`config.mk`:
```
export PLATFORM = sky130hd
export DESIGN_NAME = band_output_serializer
export DESIGN_NICKNAME = d
export VERILOG_FILES = /design/src/rtl/fb_pkg.sv /design/src/rtl/fb_requant_sat.sv /design/src/rtl/band_output_serializer.sv
export SDC_FILE = /design/constraint.sdc
export NUM_CORES = 1
export LEC_CHECK = 0
export CAP_MARGIN = 20
export CORE_ASPECT_RATIO = 0.5
export CORE_MARGIN = 2
export CORE_UTILIZATION = 58
export DETAILED_ROUTE_END_ITERATION = 8
export PLACE_DENSITY = 0.79
export SYNTH_ARGS = -nofsm -noshare
export SYNTH_HDL_FRONTEND = slang
export SYNTH_HIERARCHICAL = 1
export SYNTH_SLANG_ARGS = --single-unit
```
`constraint.sdc`:
```
create_clock -name clk_en -period 73.6 [get_ports clk_en]
set_clock_uncertainty 0.1 [all_clocks]
set_input_delay 14.72 -clock clk_en [delete_from_list [all_inputs] [get_ports clk_en]]
set_output_delay 14.72 -clock clk_en [all_outputs]
set_load 0.03 [all_outputs]
```
`src/rtl/fb_pkg.sv`:
```
// Shared parameters and types for the filterbank output path.
// Band samples are sfix37_En32; the serializer emits sfix16_En14.
package fb_pkg;

    localparam int NUM_BANDS = 16;
    localparam int IN_W      = 37;
    localparam int IN_FRAC   = 32;
    localparam int OUT_W     = 16;
    localparam int OUT_FRAC  = 14;
    localparam int SHIFT     = IN_FRAC - OUT_FRAC;
    localparam int BAND_W    = $clog2(NUM_BANDS);
    localparam int DROP_W    = 8;

    typedef logic signed [IN_W-1:0]  band_sample_t;
    typedef logic signed [OUT_W-1:0] out_sample_t;

    typedef struct packed {
        out_sample_t y;
        logic        sat;
    } requant_t;

    typedef enum logic {
        IDLE,
        STREAM
    } ser_state_t;

endpackage

```
`src/rtl/fb_requant_sat.sv`:
```
// Combinational requantizer: round half toward +inf, arithmetic shift by SHIFT,
// then saturate to the signed OUT_W range.
module fb_requant_sat
    import fb_pkg::*;
(
    input  logic signed [IN_W-1:0] sample_i,
    output requant_t               res_o
);

    localparam logic signed [IN_W:0] ROUND = {{IN_W{1'b0}}, 1'b1} << (SHIFT - 1);
    localparam logic signed [IN_W:0] MAXV  = {{(IN_W-OUT_W+2){1'b0}}, {(OUT_W-1){1'b1}}};
    localparam logic signed [IN_W:0] MINV  = {{(IN_W-OUT_W+2){1'b1}}, {(OUT_W-1){1'b0}}};

    logic signed [IN_W:0] rounded;
    logic signed [IN_W:0] shifted;

    // One guard bit keeps the rounding add from wrapping at the positive limit.
    always_comb begin
        rounded = {sample_i[IN_W-1], sample_i} + ROUND;
        shifted = rounded >>> SHIFT;
        res_o.sat = 1'b0;
        res_o.y   = shifted[OUT_W-1:0];
        if (shifted > MAXV) begin
            res_o.sat = 1'b1;
            res_o.y   = {1'b0, {(OUT_W-1){1'b1}}};
        end else if (shifted < MINV) begin
            res_o.sat = 1'b1;
            res_o.y   = {1'b1, {(OUT_W-1){1'b0}}};
        end
    end

endmodule

```
`src/rtl/band_output_serializer.sv`:
```
// Double-buffered capture of a full band frame, streamed one requantized band per
// valid/ready beat with registered outputs and a sticky drop indicator.
module band_output_serializer
    import fb_pkg::*;
(
    input  logic                             clk_en,
    input  logic                             reset,
    input  logic                             frame_valid,
    input  logic [NUM_BANDS-1:0][IN_W-1:0]   band_in,
    output logic [OUT_W-1:0]                 out_data,
    output logic [BAND_W-1:0]                out_band,
    output logic                             out_last,
    output logic                             out_sat,
    output logic                             out_valid,
    input  logic                             out_ready,
    output logic                             overflow,
    output logic [DROP_W-1:0]                drop_count
);

    band_sample_t      bank_q [2][NUM_BANDS];
    ser_state_t        state_q, state_d;
    logic              wr_ptr_q, wr_ptr_d;
    logic              rd_ptr_q, rd_ptr_d;
    logic [1:0]        fill_q, fill_d;
    logic [BAND_W-1:0] cnt_q, cnt_d;
    out_sample_t       data_q;
    logic              sat_q;
    logic              overflow_q;
    logic [DROP_W-1:0] drop_q;

    logic              hs, last_hs, capture, drop, load;
    logic              ld_bank;
    logic [BAND_W-1:0] ld_idx;
    band_sample_t      ld_sample;
    requant_t          rq;

    // The element loaded next may sit in the bank being written this very cycle,
    // so it is taken straight from band_in in that case.
    always_comb begin
        hs       = (state_q == STREAM) && out_ready;
        last_hs  = hs && (cnt_q == BAND_W'(NUM_BANDS - 1));
        capture  = frame_valid && ((fill_q != 2'd2) || last_hs);
        drop     = frame_valid && !capture;
        fill_d   = fill_q + {1'b0, capture} - {1'b0, last_hs};
        wr_ptr_d = wr_ptr_q ^ capture;
        rd_ptr_d = rd_ptr_q ^ last_hs;
        state_d  = state_q;
        cnt_d    = cnt_q;
        load     = 1'b0;
        ld_bank  = rd_ptr_q;
        ld_idx   = cnt_q;
        case (state_q)
            IDLE: begin
                if (capture) begin
                    state_d = STREAM;
                    load    = 1'b1;
                    ld_idx  = '0;
                end
            end
            STREAM: begin
                if (last_hs) begin
                    cnt_d = '0;
                    if (fill_d == 2'd0) begin
                        state_d = IDLE;
                    end else begin
                        load    = 1'b1;
                        ld_bank = ~rd_ptr_q;
                        ld_idx  = '0;
                    end
                end else if (hs) begin
                    cnt_d  = cnt_q + 1'b1;
                    load   = 1'b1;
                    ld_idx = cnt_q + 1'b1;
                end
            end
            default: state_d = IDLE;
        endcase
        ld_sample = (capture && (wr_ptr_q == ld_bank)) ? band_sample_t'(band_in[ld_idx])
                                                        : bank_q[ld_bank][ld_idx];
    end

    fb_requant_sat u_requant (
        .sample_i (ld_sample),
        .res_o    (rq)
    );

    always_ff @(posedge clk_en) begin
        if (capture && !reset) begin
            for (int k = 0; k < NUM_BANDS; k++) begin
                bank_q[wr_ptr_q][k] <= band_in[k];
            end
        end
    end

    always_ff @(posedge clk_en) begin
        if (reset) begin
            state_q    <= IDLE;
            wr_ptr_q   <= 1'b0;
            rd_ptr_q   <= 1'b0;
            fill_q     <= 2'd0;
            cnt_q      <= '0;
            data_q     <= '0;
            sat_q      <= 1'b0;
            overflow_q <= 1'b0;
            drop_q     <= '0;
        end else begin
            state_q  <= state_d;
            wr_ptr_q <= wr_ptr_d;
            rd_ptr_q <= rd_ptr_d;
            fill_q   <= fill_d;
            cnt_q    <= cnt_d;
            if (load) begin
                data_q <= rq.y;
                sat_q  <= rq.sat;
            end
            if (drop) begin
                overflow_q <= 1'b1;
                if (drop_q != {DROP_W{1'b1}}) begin
                    drop_q <= drop_q + 1'b1;
                end
            end
        end
    end

    assign out_valid  = (state_q == STREAM);
    assign out_data   = data_q;
    assign out_band   = cnt_q;
    assign out_last   = (state_q == STREAM) && (cnt_q == BAND_W'(NUM_BANDS - 1));
    assign out_sat    = sat_q;
    assign overflow   = overflow_q;
    assign drop_count = drop_q;

endmodule

```
**After elaboration in Yosys (flattened, before gate mapping)**

Memories as Yosys holds them, arrays and structs flattened.
Cells that the tools add are included.

- Memory bits (writable): 1184
- Word-level logic and storage cells: 66
- Memories kept: 1
- Output and inout port bits: 32
- Bits in registers: 35
- Bits in read-only memories: 0
- Bits in latches: 0

Memories:

| name | depth | bits a word | rd ports | clocked after Yosys merged registers in | write ports | line | RTL |
|---|---|---|---|---|---|---|---|
| bank_q | 2 | 592 | 1 | 0 | 1 | band_output_serializer.sv:20 | `band_sample_t bank_q [2][NUM_BANDS];` |

- Mux-type cells: 26
- Bitwise logic cells: 5
- $lt $le $gt $ge: 4
- $add $sub $neg: 5
- Equal/unequal tests: 4
- Shift-type cells: 0
- Reductions and logical operators: 12
- Multipliers: 0
- Div/mod/pow operators: 0

Operators with widths:

| operator | count |
|---|---|
| $bmux W37 S4 | 2 |
| $mux W37 | 4 |
| $add A37 B19 Y38 const B | 1 |
| $mux W17 | 2 |
| $gt A20 B16 Y1 const B | 1 |
| $lt A20 B16 Y1 const B | 1 |
| $mux W4 | 5 |
| $mux W1 | 10 |
| $add A8 B1 Y8 const B | 1 |
| $ne A8 B8 Y1 const B | 1 |
| $pmux W4 S2 | 1 |
| $logic_and A1 B1 Y1 | 7 |
| $ge A5 B5 Y1 const B | 1 |
| $lt A4 B5 Y1 const B | 1 |
| $not A4 Y5 | 1 |
| $add A4 B1 Y4 const B | 1 |
| $eq A4 B4 Y1 const B | 1 |
| $pmux W1 S2 | 2 |
| $add A2 B1 Y2 | 1 |
| $logic_not A1 Y1 | 2 |
| $logic_not A2 Y1 | 1 |
| $ne A2 B2 Y1 const B | 1 |
| $not A1 Y1 | 2 |
| $reduce_and A2 Y1 | 1 |
| 4 further kinds | 5 |

**Longest topological paths before layout**

Gate-level depths: netlist (run 1).

- Depth in word-level cells: 19
- Mapped depth: 31
- Mapped depth without buffers: 25

**Cells and area by module**

Netlist (run 1), hierarchy kept.

By module, submodules not included:

| module | cells each | times used | area an instance (µm²) |
|---|---|---|---|
| band_output_serializer | 4290 | 1 | 53022.1 |
| fb_requant_sat | 132 | 1 | 832.0 |

**Least setup slack after synthesis (run 1)**

Ideal clock, no wire load.

- Kind: input to register
- Start: input out_ready
- End: memory bank_q[1][0] in the netlist's numbering, enable pin
- Path slack: 12.850 ns
- Path buffers: 1
- Data required time: 71.104 ns
- Arrival time: 58.254 ns
- Cell stages on the path: 6
- Cells stage by stage: nand3_2 > or2_2 > buf_2 > inv_1 > o21ai_1 > nor3b_1

- Longest elaborated chain between the ends: 7

RTL lines:

| item | line | RTL |
|---|---|---|
| from (decl) | band_output_serializer.sv:15 | `input logic out_ready,` |
| $logic_and A1 B1 Y1 | band_output_serializer.sv:40 | `hs = (state_q == STREAM) && out_ready;` |
| $logic_and A1 B1 Y1 | band_output_serializer.sv:41 | `last_hs = hs && (cnt_q == BAND_W'(NUM_BANDS - 1));` |
| $logic_or A1 B1 Y1 | band_output_serializer.sv:42 | `capture = frame_valid && ((fill_q != 2'd2) \|\| last_hs);` |
| $logic_and A1 B1 Y1 | band_output_serializer.sv:42 |  |
| $logic_and A1 B1 Y1 | band_output_serializer.sv:88 | `if (capture && !reset) begin` |
| $mux W1 | band_output_serializer.sv:88 |  |
| $mux W1 (not written as such) | band_output_serializer.sv:90 | `bank_q[wr_ptr_q][k] <= band_in[k];` |
| to (decl) | band_output_serializer.sv:20 |  |

Every way passes these cells.

==> impl_metrics.tcl, run 1 <==
set metrics [dict create \
    cp-start-kind "primary input" \
    dp_hpwl_um 56800 \
    yosysWarnings 6 \
    setup_slack_ns 50.77 \
    dp_slack_ns 50.29 \
    cts_sinks 675 \
    overflow 0 \
    hp-class "reg2reg" \
    fillers 3638 \
    placed_area_um2 34500 \
    regArea_um2 19900 \
    htreeDepth 2 \
    worst_pin_slew_ns 1.26 \
    cts_setup_buffers 0 \
    period_needed_ns 22.83 \
    syn_nets 3297 \
    slowest_delay_ns 0.87 \
    clockBufferDepth 3 \
    areaGrowthSynthToFinish_pct 17.4 \
    die_y_um 167 \
    powerDensity_nw_per_um2 24.3 \
    syn_area_per_cell_um2 11.5 \
    drt_wl_total_um 87300 \
    routed_via_density 6.14 \
    cts_root_buf "clkbuf_16" \
    clock_latency_ns 0.62 \
    drc_errors 0 \
    finalSetupViolCount 0 \
    layout.nets 3442 \
    syn_area_um2 31000 \
    cap_violations 0 \
    stdcell_area_um2 36400 \
    status "finished, final reports clean" \
    cp_common_cell "nand2_1" \
    cts_resized 0 \
    whs_ns 0.355 \
    num_io_pins 628 \
    grt_pass1_wl_um 128000 \
    power_uw 883 \
    worstSetupPathType "in2reg" \
    slew_violations 0 \
    clk_pin_slew_ns 0.07 \
    power.leakage_nw 12.5 \
    num_vias 22200 \
    first_pass_iters 7 \
    track_usage_pct 31.1 \
    period_share_pct 31.0 \
    critPathCaptureType "flop" \
    port_buffers 355 \
    relSlewSlack_pct 15.8 \
    multi_input_area_um2 9740 \
    num_rows 59 \
    coreArea_um2 52300 \
    peakVddDrop_v 0.0000202 \
    cts_hold_buf 0 \
    dieArea_um2 55400 \
    drtIter0Drc 3097 \
    fp.dieW_um 331 \
    fmax_ghz 0.0438 \
    gp_congestion 0.884 \
    antenna_found_initial 26 \
    grt_max_degree 194 \
    rsz0062_at_grt "no" \
    critPathRequiredTime_ns 74.04 \
    cp_max_fo 72 \
    cts_tree "done" \
    cpMaxStageDelayCell "buf_4" \
    syn_inst 2696 \
    wl_per_cell_um 24.2 \
    numCtsBuffers 58 \
    postRouteAntennaNets 0 \
    hold_violations 0 \
    drive_above_1_share_pct 5.88 \
    tns_ns 0 \
    start_util_pct 59.2 \
    arrival_ns 23.27 \
    grt_pass1_vias 21300 \
]
[worst paths after layout]
check / cells after the start / endpoint / slack, ns / startpoint
worst max-delay path: 25 / out_data[12] / 50.77 / out_ready
worst min-delay path: 2 / out_data[3] / 0.35 / out_data[3]
worst max register to register: 25 / out_data[12] / 64.60 / out_band[0]
worst min register to register: 2 / out_data[3] / 0.35 / out_data[3]
[sequential cells by signal, summed over array words and instances (netlist names)]
signal and flops:
out_band 4, bank_q 640, wr_ptr_q 1, fill_q 2, out_valid 1, out_data 16, out_sat 1, overflow 1
drop_count 8, rd_ptr_q 1
[worst max-delay path: cells and delay by family]
kind            cells  cell delay, ns
compound gates      8            3.25
xor+xnor            1            0.28
fa+ha+maj           2            0.53
buf+inv             4            1.64
mux                 1            0.76
simple gates        9            1.96
[cell type report]
class	count	area share [%]
sequential	675	54.7
multi-input combinational	1700	26.8
tap	701	2.41
clock buffer	75	4.36
clock inverter	33	0.526
antenna	25	0.172
inverter	9	0.0928
timing repair buffer	397	10.9
[placed cells by master, fill, tap and decap left out, drive strengths merged, types with 6 or more instances in the layout]
cell,instances
edfxtp,640
o32ai,11
or3,14
and3,77
o21ai,24
a311oi,38
nand2,791
a31oi,94
nor2,30
o22a,8
nand3,192
a211oi,35
inv,15
diode,25
xnor2,13
nand4,13
o221ai,21
mux2i,128
nor3,12
mux4,11
dfxtp,35
a21oi,40
clkbuf,75
nand2b,6
xor2,8
clkdlybuf4s50,355
nor4,15
or2b,8
o2111ai,16
a32oi,31
buf,42
clkinv,26
nor2b,20
[stage by stage]
stage,util (%),std cells
finish,69.5,3615
floorplan,-,2696
global route,69.5,3609
global placement,65.9,3478
detailed placement,66.0,3479
CTS,69.4,3587
[where the power goes]
part	internal, mW	total (mW)	switching (mW)
Clock	0.156	0.294	0.139
Sequential	0.443	0.448	0.00542
Combinational	0.0514	0.141	0.0891
[per-layer routing]
metal	global-route usage [%]	routed length (um)	vias to the layer above
met2	49.6	41900	1160
li1	-	-	10100
met1	39.9	32300	10800
met5	0	11	-
met4	12.1	2960	2
met3	10.0	10200	174
No activity file was read; power rests on OpenSTA's default activity.
==> inputs of run 2 (changes only) <==
- CORE_UTILIZATION: 58 -> 52
- PLACE_DENSITY: 0.79 -> 0.75
- clock period: 73.6 -> 20.6 ns (I/O delays scaled with it)
==> run 2 against run 1 <==
- cell area is 0.69% higher
- sequential share of layout area is 0.38 points lower
- highest routed layer unchanged
- register-to-register slack worse by 53 ns
- worst hold slack worse by 0.0019 ns
- largest power group unchanged
- clock power grew to 3.7 times the previous value
- final cell count is 2.7% higher
- critical path type unchanged
- core utilization is 7.5 points lower
==> impl_metrics.tcl, run 2 (same netlist as run 1, synthesis figures left out) <==
set metrics [dict create \
    status "finished, final reports clean" \
    cap_violations 0 \
    finalSetupViolCount 0 \
    htreeDepth 2 \
    cts_sinks 675 \
    drtIter0Drc 2869 \
    areaGrowthSynthToFinish_pct 18.3 \
    final_cells 3714 \
    arrival_ns 13.08 \
    slew_violations 0 \
    num_vias 22400 \
    critPathCaptureType "flop" \
    period_share_pct 61.3 \
    r2r-start "out_band[0]" \
    relSlewSlack_pct 23.8 \
    period_needed_ns 12.63 \
    drt_wl_total_um 90000 \
    cts_setup_buffers 0 \
    peakVddDrop_v 0.0000607 \
    critPathCapture "out_data[6]" \
    num_rows 63 \
    num_io_pins 628 \
    utilization_pct 62.1 \
    place_inst 3564 \
    grt_max_degree 181 \
    cts_hold_buf 0 \
    fmax_ghz 0.0792 \
    dieArea_um2 61700 \
    coreArea_um2 59000 \
    gp_congestion 0.967 \
    worstSetupPathType "in2reg" \
    first_pass_iters 6 \
    grt_pass1_vias 21000 \
    cp-startpoint "out_ready" \
    largest-register "bank_q" \
    critPathRequiredTime_ns 21.05 \
    reg2reg_to "out_data[6]" \
    final_cell_mix "nand2_1 (790), edfxtp_1 (640), clkdlybuf4s50_1 (355), nand3_1 (190), mux2i_1 (128)" \
    antenna_found_initial 38 \
    largest_register_ffs 640 \
    overflow 0 \
    power.leakage_nw 12.6 \
    cts_tree "done" \
    cp_max_fo 55 \
    worst_pin_slew_ns 1.14 \
    powerDensity_nw_per_um2 86.9 \
    grt_pass1_wl_um 130000 \
    final_common_cell "nand2_1" \
    cts_root_buf "clkbuf_16" \
    drive_above_1_share_pct 6.38 \
    routed_via_density 6.03 \
    grt_busiest_layer "met2" \
    postRouteAntennaNets 0 \
    track_usage_pct 28.5 \
    die_y_um 177 \
    port_buffers 355 \
    fp.dieW_um 349 \
    r2r_setup_slack_ns 11.33 \
    gr-usage-met3_pct 7.23 \
    clockBufferDepth 3 \
    wl_per_cell_um 24.2 \
    numCtsBuffers 58 \
    layout.nets 3450 \
    multi_input_area_um2 9770 \
    regArea_um2 19900 \
    whs_ns 0.353 \
    hold_violations 0 \
    drc_errors 0 \
    clk_pin_slew_ns 0.07 \
    grt.met2_usage_pct 46.5 \
    start_util_pct 52.5 \
    cp-start-kind "primary input" \
    tns_ns 0 \
    met1_usage_pct 36.4 \
    cts_resized 0 \
    dp_hpwl_um 59800 \
    reg2reg_depth 26 \
    clock_latency_ns 0.61 \
    hp-class "reg2reg" \
    fillers 4492 \
    placed_area_um2 34700 \
    rsz0062_at_grt "no" \
    stdcell_area_um2 36600 \
]
run 2: cell count changes in the layout (fill, tap and decap cells not counted), sizes merged:
| cell | previous run | this run |
|---|---|---|
| diode | 25 | 35 |
| buf | 42 | 50 |
| clkinvlp | 0 | 3 |
| inv | 15 | 12 |
| bufinv | 1 | 2 |
| clkbuf | 75 | 76 |
run 2: where the power goes:
group,internal (mW),leakage [nW],switching (mW),total [mW]
logic,0.184,5.51,0.320,0.504
registers,1.58,6.16,0.0194,1.60
clock network,0.583,0.916,0.497,1.08
run 2: worst min path at each step:
stage,start,endpoint,slack (ns),depth (start not counted)
6_report,out_data[7],out_data[7],0.35,2
5_1_grt,out_data[15],out_data[15],0.38,2
3_5_place_dp,out_data[7],out_data[7],0.35,2
4_1_cts,out_data[2],out_data[2],0.35,2
2_1_floorplan,wr_ptr_q,wr_ptr_q,0.46,2
3_3_place_gp,out_data[2],out_data[2],0.34,2
run 2: layer usage:
metal | up-vias | part of all wire (%)
met4 | 4 | 3.3
met1 | 10900 | 37
met2 | 1201 | 49
li1 | 10100 | -
met5 | - | 0.036
met3 | 154 | 10
run 2: final cells by class:
type / count / area share (%)
diodes: 35 / 0.239
clock buffers: 76 / 4.46
clock inverters: 34 / 0.594
inverters: 9 / 0.0922
multi-input cells: 1700 / 26.7
flip-flops and latches: 675 / 54.4
well taps: 780 / 2.66
repair buffers: 405 / 10.9
run 2: metrics by stage:
stage               power, mW  setup WS (ns)
CTS                      3.17           8.06
floorplan                1.94           2.44
global placement         2.11           7.52
finish                   3.19           7.97
global route             3.28           7.36
detailed placement       2.12           7.44
run 2: worst max-delay path, cell delays in order:
cell and delay, ns:
clkdlybuf4s50_1 0.53, nand3_2 0.21, or2_2 0.27, inv_1 0.12, o21ai_1 0.64, ha_1 0.35, inv_1 0.05, ha_1 0.17
xor3_1 0.28, o31ai_2 0.45, a31o_4 0.61, buf_4 0.71, buf_4 0.63, nand2_1 0.14, and3_1 0.21, a31oi_1 0.28
a211oi_1 0.18, a211oi_1 0.73, ha_1 0.45, and3_1 0.40, nand2_1 0.16, mux2i_1 0.76, o21ai_0 0.22, nand2_1 0.12
nand2_1 0.06, a21oi_1 0.14
